$ cat config.mk
export PLATFORM = sky130hd
export DESIGN_NAME = vco_freq_cal
export DESIGN_NICKNAME = d
export VERILOG_FILES = /design/src/rtl/vco_cal_pkg.sv /design/src/rtl/vco_phase_decode.sv /design/src/rtl/vco_freq_cal.sv
export SDC_FILE = /design/constraint.sdc
export NUM_CORES = 1
export LEC_CHECK = 0
export ABC_CLOCK_PERIOD_IN_PS = 8750
export CAP_MARGIN = 10
export CORE_ASPECT_RATIO = 0.7
export CORE_MARGIN = 5
export CORE_UTILIZATION = 50
export CTS_CLUSTER_SIZE = 16
export DETAILED_ROUTE_END_ITERATION = 16
export PLACE_DENSITY_LB_ADDON = 0.15
export SLEW_MARGIN = 25
export SYNTH_ARGS = -nofsm -noshare
export SYNTH_HDL_FRONTEND = slang
export SYNTH_HIERARCHICAL = 1
export SYNTH_SLANG_ARGS = --single-unit
$ cat constraint.sdc
create_clock -name clk -period 8.75 [get_ports clk]
set_input_delay 1.75 -clock clk [delete_from_list [all_inputs] [get_ports clk]]
set_output_delay 1.75 -clock clk [all_outputs]
set_load 0.01 [all_outputs]
$ cat src/rtl/vco_cal_pkg.sv
// Shared types and widths for the VCO frequency calibration block.
package vco_cal_pkg;

    localparam int CNT_W = 16;  // phase-step count width
    localparam int IDX_W = 6;   // ring phase index width (0..63)

    typedef logic [CNT_W-1:0] cnt_t;
    typedef logic [IDX_W-1:0] idx_t;

    typedef enum logic [2:0] {
        ST_IDLE,
        ST_SETTLE,
        ST_MEASURE,
        ST_DECIDE,
        ST_DONE
    } cal_state_t;

endpackage

$ cat src/rtl/vco_phase_decode.sv
// Synchronizes the ring taps, turns the tap pattern into a phase index and
// reports how far the ring advanced since the previous clock (mod 64).
module vco_phase_decode
    import vco_cal_pkg::*;
#(
    parameter int NPH = 32
) (
    input  logic           clk,
    input  logic           rst_n,
    input  logic [NPH-1:0] phase_p,
    output idx_t           delta
);

    logic [NPH-1:0] meta_p0;
    logic [NPH-1:0] sync_p1;
    logic [NPH-1:0] q;
    idx_t           idx;
    idx_t           idx_prev_p2;

    function automatic idx_t popcount(input logic [NPH-1:0] v);
        idx_t n;
        n = '0;
        for (int i = 0; i < NPH; i++) begin
            n = n + idx_t'(v[i]);
        end
        return n;
    endfunction

    // Two-flop synchronizer per tap, plus the previous-cycle index.
    always_ff @(posedge clk or negedge rst_n) begin
        if (!rst_n) begin
            meta_p0     <= '0;
            sync_p1     <= '0;
            idx_prev_p2 <= '0;
        end else begin
            meta_p0     <= phase_p;
            sync_p1     <= meta_p0;
            idx_prev_p2 <= idx;
        end
    end

    // Undo the alternating inversion of ring stages, then count ones to get
    // the index; the upper half of the cycle is marked by the last tap.
    always_comb begin
        for (int i = 0; i < NPH; i++) begin
            q[i] = sync_p1[i] ^ i[0];
        end
        if (q[NPH-1]) begin
            idx = idx_t'(NPH) + popcount(~q);
        end else begin
            idx = popcount(q);
        end
    end

    // Unsigned 6-bit subtraction wraps naturally across the 63 -> 0 seam.
    assign delta = idx - idx_prev_p2;

endmodule

$ cat src/rtl/vco_freq_cal.sv
// Successive-approximation trim of a ring oscillator: each trim bit is
// settled, measured over a fixed window and kept or cleared against target.
module vco_freq_cal
    import vco_cal_pkg::*;
#(
    parameter int NPH        = 32,
    parameter int WIN_LOG2   = 8,
    parameter int TRIM_W     = 6,
    parameter int SETTLE_CYC = 16
) (
    input  logic              clk,
    input  logic              rst_n,
    input  logic              cal_start,
    input  logic              cal_abort,
    input  logic [15:0]       target_cnt,
    input  logic [NPH-1:0]    phase_p,
    output logic              sw_vco,
    output logic [TRIM_W-1:0] trim_code,
    output logic              cal_busy,
    output logic              cal_done,
    output logic [15:0]       meas_cnt
);

    localparam int                PTR_W       = (TRIM_W > 1) ? $clog2(TRIM_W) : 1;
    localparam int                WIN_CYC     = 1 << WIN_LOG2;
    localparam cnt_t              SETTLE_LAST = cnt_t'(SETTLE_CYC - 1);
    localparam cnt_t              WIN_LAST    = cnt_t'(WIN_CYC - 1);
    localparam logic [PTR_W-1:0]  PTR_TOP     = PTR_W'(TRIM_W - 1);
    localparam logic [TRIM_W-1:0] MID_CODE    = {1'b1, {(TRIM_W-1){1'b0}}};

    cal_state_t        state;
    logic [PTR_W-1:0]  ptr;
    cnt_t              cnt;
    cnt_t              target_q;
    cnt_t              acc;
    cnt_t              acc_next;
    idx_t              delta;
    logic [TRIM_W-1:0] sar_trim;

    function automatic cnt_t sat_add(input cnt_t a, input idx_t d);
        logic [CNT_W:0] s;
        s = {1'b0, a} + {{(CNT_W + 1 - IDX_W){1'b0}}, d};
        return s[CNT_W] ? '1 : s[CNT_W-1:0];
    endfunction

    vco_phase_decode #(
        .NPH (NPH)
    ) u_decode (
        .clk     (clk),
        .rst_n   (rst_n),
        .phase_p (phase_p),
        .delta   (delta)
    );

    assign acc_next = sat_add(acc, delta);

    // Next trim code: drop the bit under test if the ring ran too fast,
    // then tentatively raise the next lower bit.
    always_comb begin
        sar_trim = trim_code;
        if (meas_cnt > target_q) begin
            sar_trim[ptr] = 1'b0;
        end
        if (ptr != '0) begin
            sar_trim[ptr - 1'b1] = 1'b1;
        end
    end

    // Calibration sequencer; abort outranks everything, including start.
    always_ff @(posedge clk or negedge rst_n) begin
        if (!rst_n) begin
            state     <= ST_IDLE;
            sw_vco    <= 1'b0;
            cal_busy  <= 1'b0;
            cal_done  <= 1'b0;
            trim_code <= MID_CODE;
            ptr       <= PTR_TOP;
            cnt       <= '0;
            target_q  <= '0;
            acc       <= '0;
            meas_cnt  <= '0;
        end else if (cal_abort) begin
            state    <= ST_IDLE;
            sw_vco   <= 1'b0;
            cal_busy <= 1'b0;
            cal_done <= 1'b0;
        end else begin
            case (state)
                ST_IDLE, ST_DONE: begin
                    if (cal_start) begin
                        state     <= ST_SETTLE;
                        trim_code <= MID_CODE;
                        ptr       <= PTR_TOP;
                        sw_vco    <= 1'b1;
                        cal_busy  <= 1'b1;
                        cal_done  <= 1'b0;
                        cnt       <= '0;
                        target_q  <= target_cnt;
                    end
                end
                ST_SETTLE: begin
                    if (cnt == SETTLE_LAST) begin
                        state <= ST_MEASURE;
                        cnt   <= '0;
                        acc   <= '0;
                    end else begin
                        cnt <= cnt + 1'b1;
                    end
                end
                ST_MEASURE: begin
                    acc <= acc_next;
                    if (cnt == WIN_LAST) begin
                        state    <= ST_DECIDE;
                        meas_cnt <= acc_next;
                        cnt      <= '0;
                    end else begin
                        cnt <= cnt + 1'b1;
                    end
                end
                ST_DECIDE: begin
                    trim_code <= sar_trim;
                    if (ptr != '0) begin
                        ptr   <= ptr - 1'b1;
                        state <= ST_SETTLE;
                    end else begin
                        state    <= ST_DONE;
                        cal_busy <= 1'b0;
                        cal_done <= 1'b1;
                    end
                end
                default: state <= ST_IDLE;
            endcase
        end
    end

endmodule

# [After elaboration in Yosys (flattened, before gate mapping)]
# Cells that the tools add are included.
[totals] reg_bits=149 in_bits=52 word_cells=174
[op_classes] addsub=67 n_lt_le_gt_ge=5 eq_ne=13 muxes=35 bitwise=21 reduce_logical=20
[op_table] operator="adder 6 x 1 -> 6 bit" n=60
[op_table] operator="two-way mux 16 bit" n=5
[op_table] operator="one-hot mux 16 bit (3 select lines)" n=1
[op_table] operator="NOT 32 bit" n=1
[op_table] operator="one-hot mux 16 bit (2 select lines)" n=1
[op_table] operator="two-way mux 6 bit" n=4
[op_table] operator="two-way mux 3 bit" n=7
[op_table] operator="AND reduction 3 bit" n=7
[op_table] operator="adder 16 x 6 -> 17 bit" n=1
[op_table] operator="NOT 1 bit" n=17
[op_table] operator="adder 16 x 1 -> 16 bit, second input constant" n=1
[op_table] operator="equality test 16 x 4 -> 1 bit, second input constant" n=1
[op_table] operator="equality test 16 x 8 -> 1 bit, second input constant" n=1
[op_table] operator="greater-than comparator 16 bit" n=1
[op_table] operator="inequality test 3 bit, second input constant" n=4
[op_table] operator="one-hot mux 3 bit (4 select lines)" n=1
[op_table] operator="one-hot mux 6 bit (2 select lines)" n=1
[op_table] operator="two-way mux 1 bit" n=10
[op_table] operator="nonzero test 3 bit" n=3
[op_table] operator="< comparator 3 x 4 -> 1 bit, second input constant" n=2
[op_table] operator="nonzero test 2 bit" n=4
[op_table] operator="adder 6 bit, first input constant" n=1
[op_table] operator="AND 6 bit" n=1
[op_table] operator="demux 1 bit (select 3 bit)" n=2
[op_table] operator="17 further kinds" n=24

# [Longest topological paths before layout]
[depth] ltp_word=39 ltp_mapped=30

# [Hierarchy]
# Netlist, hierarchy kept.
[by_module_without_submodules] mod="vco_freq_cal" instances=1 cells_each=500 area_per_inst_um2=4485.6
[by_module_without_submodules] mod="vco_phase_decode" instances=1 cells_each=265 area_per_inst_um2=3598.5

# [Worst setup path before layout]
# OpenSTA, ideal clock, no wires.
[synth_path] kind="reg2reg" startpoint="register u_decode.sync_p1[3]" endpoint="register acc[8]" setup_ns=0.121 arrival_time_ns=7.112 required_ns=8.629 setup_slack_ns=1.517 stages_incl_launch_ff=26 n_path_buf=1 cell_sequence="dfrtp_1 > fa_1 > inv_1 > fa_1 > inv_1 > fa_1 > fa_1 > fa_1 > fa_1 > fa_1 > inv_1 > fa_1 > mux2i_1 > ha_1 > a21o_1 > a21o_1 > a31oi_1 > xor3_1 > ha_1 > o21ai_0 > nor3b_1 > and2b_4 > nand2b_2 > buf_4 > o31ai_1 > a22o_1"
[synth_between] elab_chain_cells=37
[synth_lines] element="start, declared" line="vco_phase_decode.sv:15" text="logic [NPH-1:0] sync_p1;"
[synth_lines] element="start signal, assigned" line="vco_phase_decode.sv:37" text="sync_p1 <= meta_p0;"
[synth_lines] element="NOT 1 bit (no line) (*)"
[synth_lines] element="NOT 32 bit" line="vco_phase_decode.sv:49" text="idx = idx_t'(NPH) + popcount(~q);"
[synth_lines] element="adder 6 x 1 -> 6 bit (29 in a row)" line="vco_phase_decode.sv:24" text="n = n + idx_t'(v[i]);"
[synth_lines] element="adder 6 bit" line="vco_phase_decode.sv:49"
[synth_lines] element="two-way mux 6 bit (*)" line="vco_phase_decode.sv:48" text="if (q[NPH-1]) begin"
[synth_lines] element="named net u_decode.idx[1]" line="vco_phase_decode.sv:17" text="idx_t idx;"
[synth_lines] element="subtractor 6 bit (*)" line="vco_phase_decode.sv:56" text="assign delta = idx - idx_prev_p2;"
[synth_lines] element="named net delta[5]" line="vco_freq_cal.sv:37" text="idx_t delta;"
[synth_lines] element="adder 16 x 6 -> 17 bit (*)" line="vco_freq_cal.sv:42" text="s = {1'b0, a} + {{(CNT_W + 1 - IDX_W){1'b0}}, d};"
[synth_lines] element="two-way mux 16 bit (*)" line="vco_freq_cal.sv:43" text="return s[CNT_W] ? '1 : s[CNT_W-1:0];"
[synth_lines] element="one-hot mux 16 bit (2 select lines) (*)" line="vco_freq_cal.sv:88" text="case (state)"
[synth_lines] element="end signal, assigned" line="vco_freq_cal.sv:111" text="acc <= acc_next;"
[synth_lines] element="end, declared" line="vco_freq_cal.sv:35" text="cnt_t acc;"
# Mark *: on every way through the listed nets, which the timed path passes. The rest lies on a longest branch.
# A chain may end at the register's enable or synchronous reset.

# [Worst setup path after layout]
[layout_path] startpoint="register u_decode.sync_p1[3]" endpoint="register acc[2]"
# The elaborated chain is that of the path after synthesis.

==> flow_summary_export.csv <==
group,metric,value,unit
cts,cts_resized,0,
placed_design,dp_hpwl,13000,µm
synth,synth.mux.area_fraction,0.00526,
placed_design,gp_congestion,0.893,
synth,synth_nets,912,
drt,routed_wl,17000,µm
flow_run,maxCapViolations,0,
timing,relSlewSlack,0.446,
run_status,outcome,"completed",
synth,syn_area_per_cell,10.6,µm²
placed_design,port_buffers,76,
worst_setup_path,critical_path.cell_chain,"fa_1, inv_1, fa_1, inv_1, fa_1, fa_1, fa_1, fa_1, fa_1, inv_1, fa_1, mux2i_1, ha_1, a21o_1, a21o_1, a31oi_1, xor3_1, ha_1, o21ai_0, nor3b_1, and2b_4, nor2b_1, nor2_1, o21ai_0",
worst_setup_path,crit_start,"u_decode/sync_p1[3]",
worst_setup_path,cp_common_cell,"fa_1",
synth,synth-xor-area-share,0.0279,
die,die_w,162,µm
cts,clock_sinks,149,
worst_setup_path,cpLargestDelayFamily,"adder cells",
cts,cts.reportedPaths.clkPinSlew,0.06,ns
timing,slew_violations,0,
grt,grt_overflow_total,0,
grt,grt_max_degree,84,
worst_setup_path,ff2ff_path_depth,24,
die,ioPinCount,77,
drt,dr.pass1.iters,5,
die,die_area,18900,µm²
synth,synth_top_family_by_area,"adder cells",
timing,hold_viol_final,0,
synth,ys_types,65,
synth,yosys.area_share.simple,0.116,
die,fp.dieH,116,µm
worst_setup_path,r2r-start,"u_decode/sync_p1[3]",
die,initial_core_util,0.515,
synth,synth_edf_count,0,
timing,setup_viol_count_final,0,
drt,routedWlPerCell,16.1,µm
worst_setup_path,critPathArrivalTime,8.47,ns
layout,antenna_cells,0,
worst_setup_path,crit_fanout,8,
grt,track_usage,0.195,
cts,worstSkewPairLatency,0.43,ns
timing,fin_crit_sh,0.931,
synth,synthArstFlopShare,1.00,
min_path,hold_end,"u_decode/sync_p1[24]",
synth,syn-cell-area,8080,µm²
synth,synth.area.top_cells,"dfrtp_1, fa_1, ha_1, inv_1, o21ai_0",
synth,synth-compound-area-share,0.131,
synth,yosysTopAreaCell,"dfrtp_1",
worst_setup_path,worst_setup_path_start_kind,"register",
die,core-area,15700,µm²
grt,first_global_vias,5725,
worst_setup_path,critPathMaxStageDelay,0.58,ns
timing,layout_min_cycle_time,8.15,ns
timing,max_freq,123,MHz
synth,synth_fa_ha_area_frac,0.193,
cts,cts_buffers,17,
cts,holdBufCountCts,0,
cts,cts_setup_buffers,0,
layout,drive_gt1_frac,0.0633,
synth,synth_top_area_frac,0.452,
timing,tns,0,ns
cts,clockRootBuffer,"clkbuf_16",
grt,grt_antenna_before_repair,0,
drt,vias,5614,
cts,clockBufferDepth,2,
synth,ys.flop_type,"dfrtp_1",
worst_setup_path,critPathCaptureType,"register",
drt,drt_iter0_drc,395,
synth,syn_inst,765,
worst_setup_path,crit_required,9.08,ns
min_path,hold_depth,0,
worst_setup_path,path_class,"reg -> reg",
synth,synth-seq-cells,149,
worst_setup_path,r2r-end,"acc[2]",
cts,htreeDepth,4,
timing,worstMarginPinSlew,0.831,ns
synth,ys_warn_count,6,
grt,grt_pass1_wl,29200,µm
worst_setup_path,ff2ff_setup_slack,0.60,ns
synth,ys_seq_area_frac,0.462,
drt,ant_nets,0,
min_path,hold_path.class,"reg -> reg",
layout,nets,988,
worst_setup_path,slowest_stage,"nor2b_1",
timing,fin_skew,0.0114,ns
layout,area_growth,18.8,%
worst_setup_path,cp_num_buf_inv,3,
drt,drc_errors,0,
die,rows,38,
cts,cts_tree,"built",
timing,rsz0062_at_grt,"false",
drt,vias_per_cell,5.33,
min_path,min_from,"u_decode/meta_p0[24]",
## worst max-delay path by stage
| stage | end | cells past startpoint |
|---|---|---|
| 2_1_floorplan | acc[8] | 25 |
| 3_3_place_gp | meas_cnt[5] | 24 |
| 3_5_place_dp | meas_cnt[5] | 24 |
| 4_1_cts | acc[2] | 24 |
| 5_1_grt | acc[2] | 27 |
| 6_report | acc[2] | 24 |
## metrics by stage
step	instances	area [µm²]	hold slack [ns]	util	worst slack, ns
finish	1053	9600	0.347	0.612	0.603
global route	1053	9600	0.349	0.612	0.0949
CTS	1052	9600	0.347	0.612	0.647
detailed placement	1021	9020	0.335	0.575	0.693
global placement	1021	9020	0.334	0.575	0.971
floorplan	765	8080	0.331	-	1.52
## cell usage after synthesis (3+ instances only)
master,count
nand3_1,15
nor3b_1,3
inv_1,110
o22ai_1,4
clkbuf_1,14
and4_1,3
dfrtp_1,146
a211oi_1,6
nor2_1,47
buf_2,6
o21ai_0,55
nand4_1,9
and3_1,3
dfstp_2,3
a21o_1,20
nor4_1,5
a22oi_1,3
ha_1,45
a22o_1,6
o21ai_1,6
or3_1,4
xnor2_1,12
nor2b_1,6
nor4_2,3
a31oi_1,15
a21oi_1,33
nand2_1,62
fa_1,50
xor2_1,11
nor3_1,10
o31ai_1,6
o211ai_1,4
## cell type report
class	instances	area, µm²
Clock buffer	18	439
Clock inverter	13	135
Fill cell	1291	6090
Inverter	112	420
Multi-Input combinational cell	481	3840
Sequential cell	149	3730
Tap cell	200	250
Timing Repair Buffer	80	790
## flip-flops by register name, indices dropped and copies added, names as in the netlist
name,count
u_decode/meta_p0,32
sw_vco,1
cal_done,1
acc,16
meas_cnt,16
trim_code,6
target_q,16
state,3
u_decode/sync_p1,32
ptr,3
cal_busy,1
u_decode/idx_prev_p2,6
cnt,16
## metal layers
| metal | global-route usage | part of all wire |
|---|---|---|
| met1 | 0.301 | 0.50 |
| met2 | 0.277 | 0.44 |
| met4 | 0.0406 | 0.0083 |
| met5 | 0 | 0 |
| met3 | 0.0564 | 0.051 |
## cells by family after synthesis
| group | count (synthesis) |
|---|---|
| flip-flops | 149 |
| AND/OR/NAND/NOR | 186 |
| adder cells (fa/ha/maj) | 95 |
| multiplexers | 4 |
| buffers and inverters | 135 |
| XOR/XNOR | 24 |
| AO/OA/AOI/OAI | 172 |
## placed cells by master (no fill, tap or decap), drive strengths merged, types with 20 or more instances in the layout
master / n
dfrtp: 146
ha: 45
a21o: 20
a21oi: 35
nor2: 47
clkdlybuf4s50: 75
fa: 50
o21ai: 61
inv: 120
nand2: 62
Power is left out: the tool's default activity adds up to more than one toggle a clock period on the data nets, which glitch-free logic cannot reach.
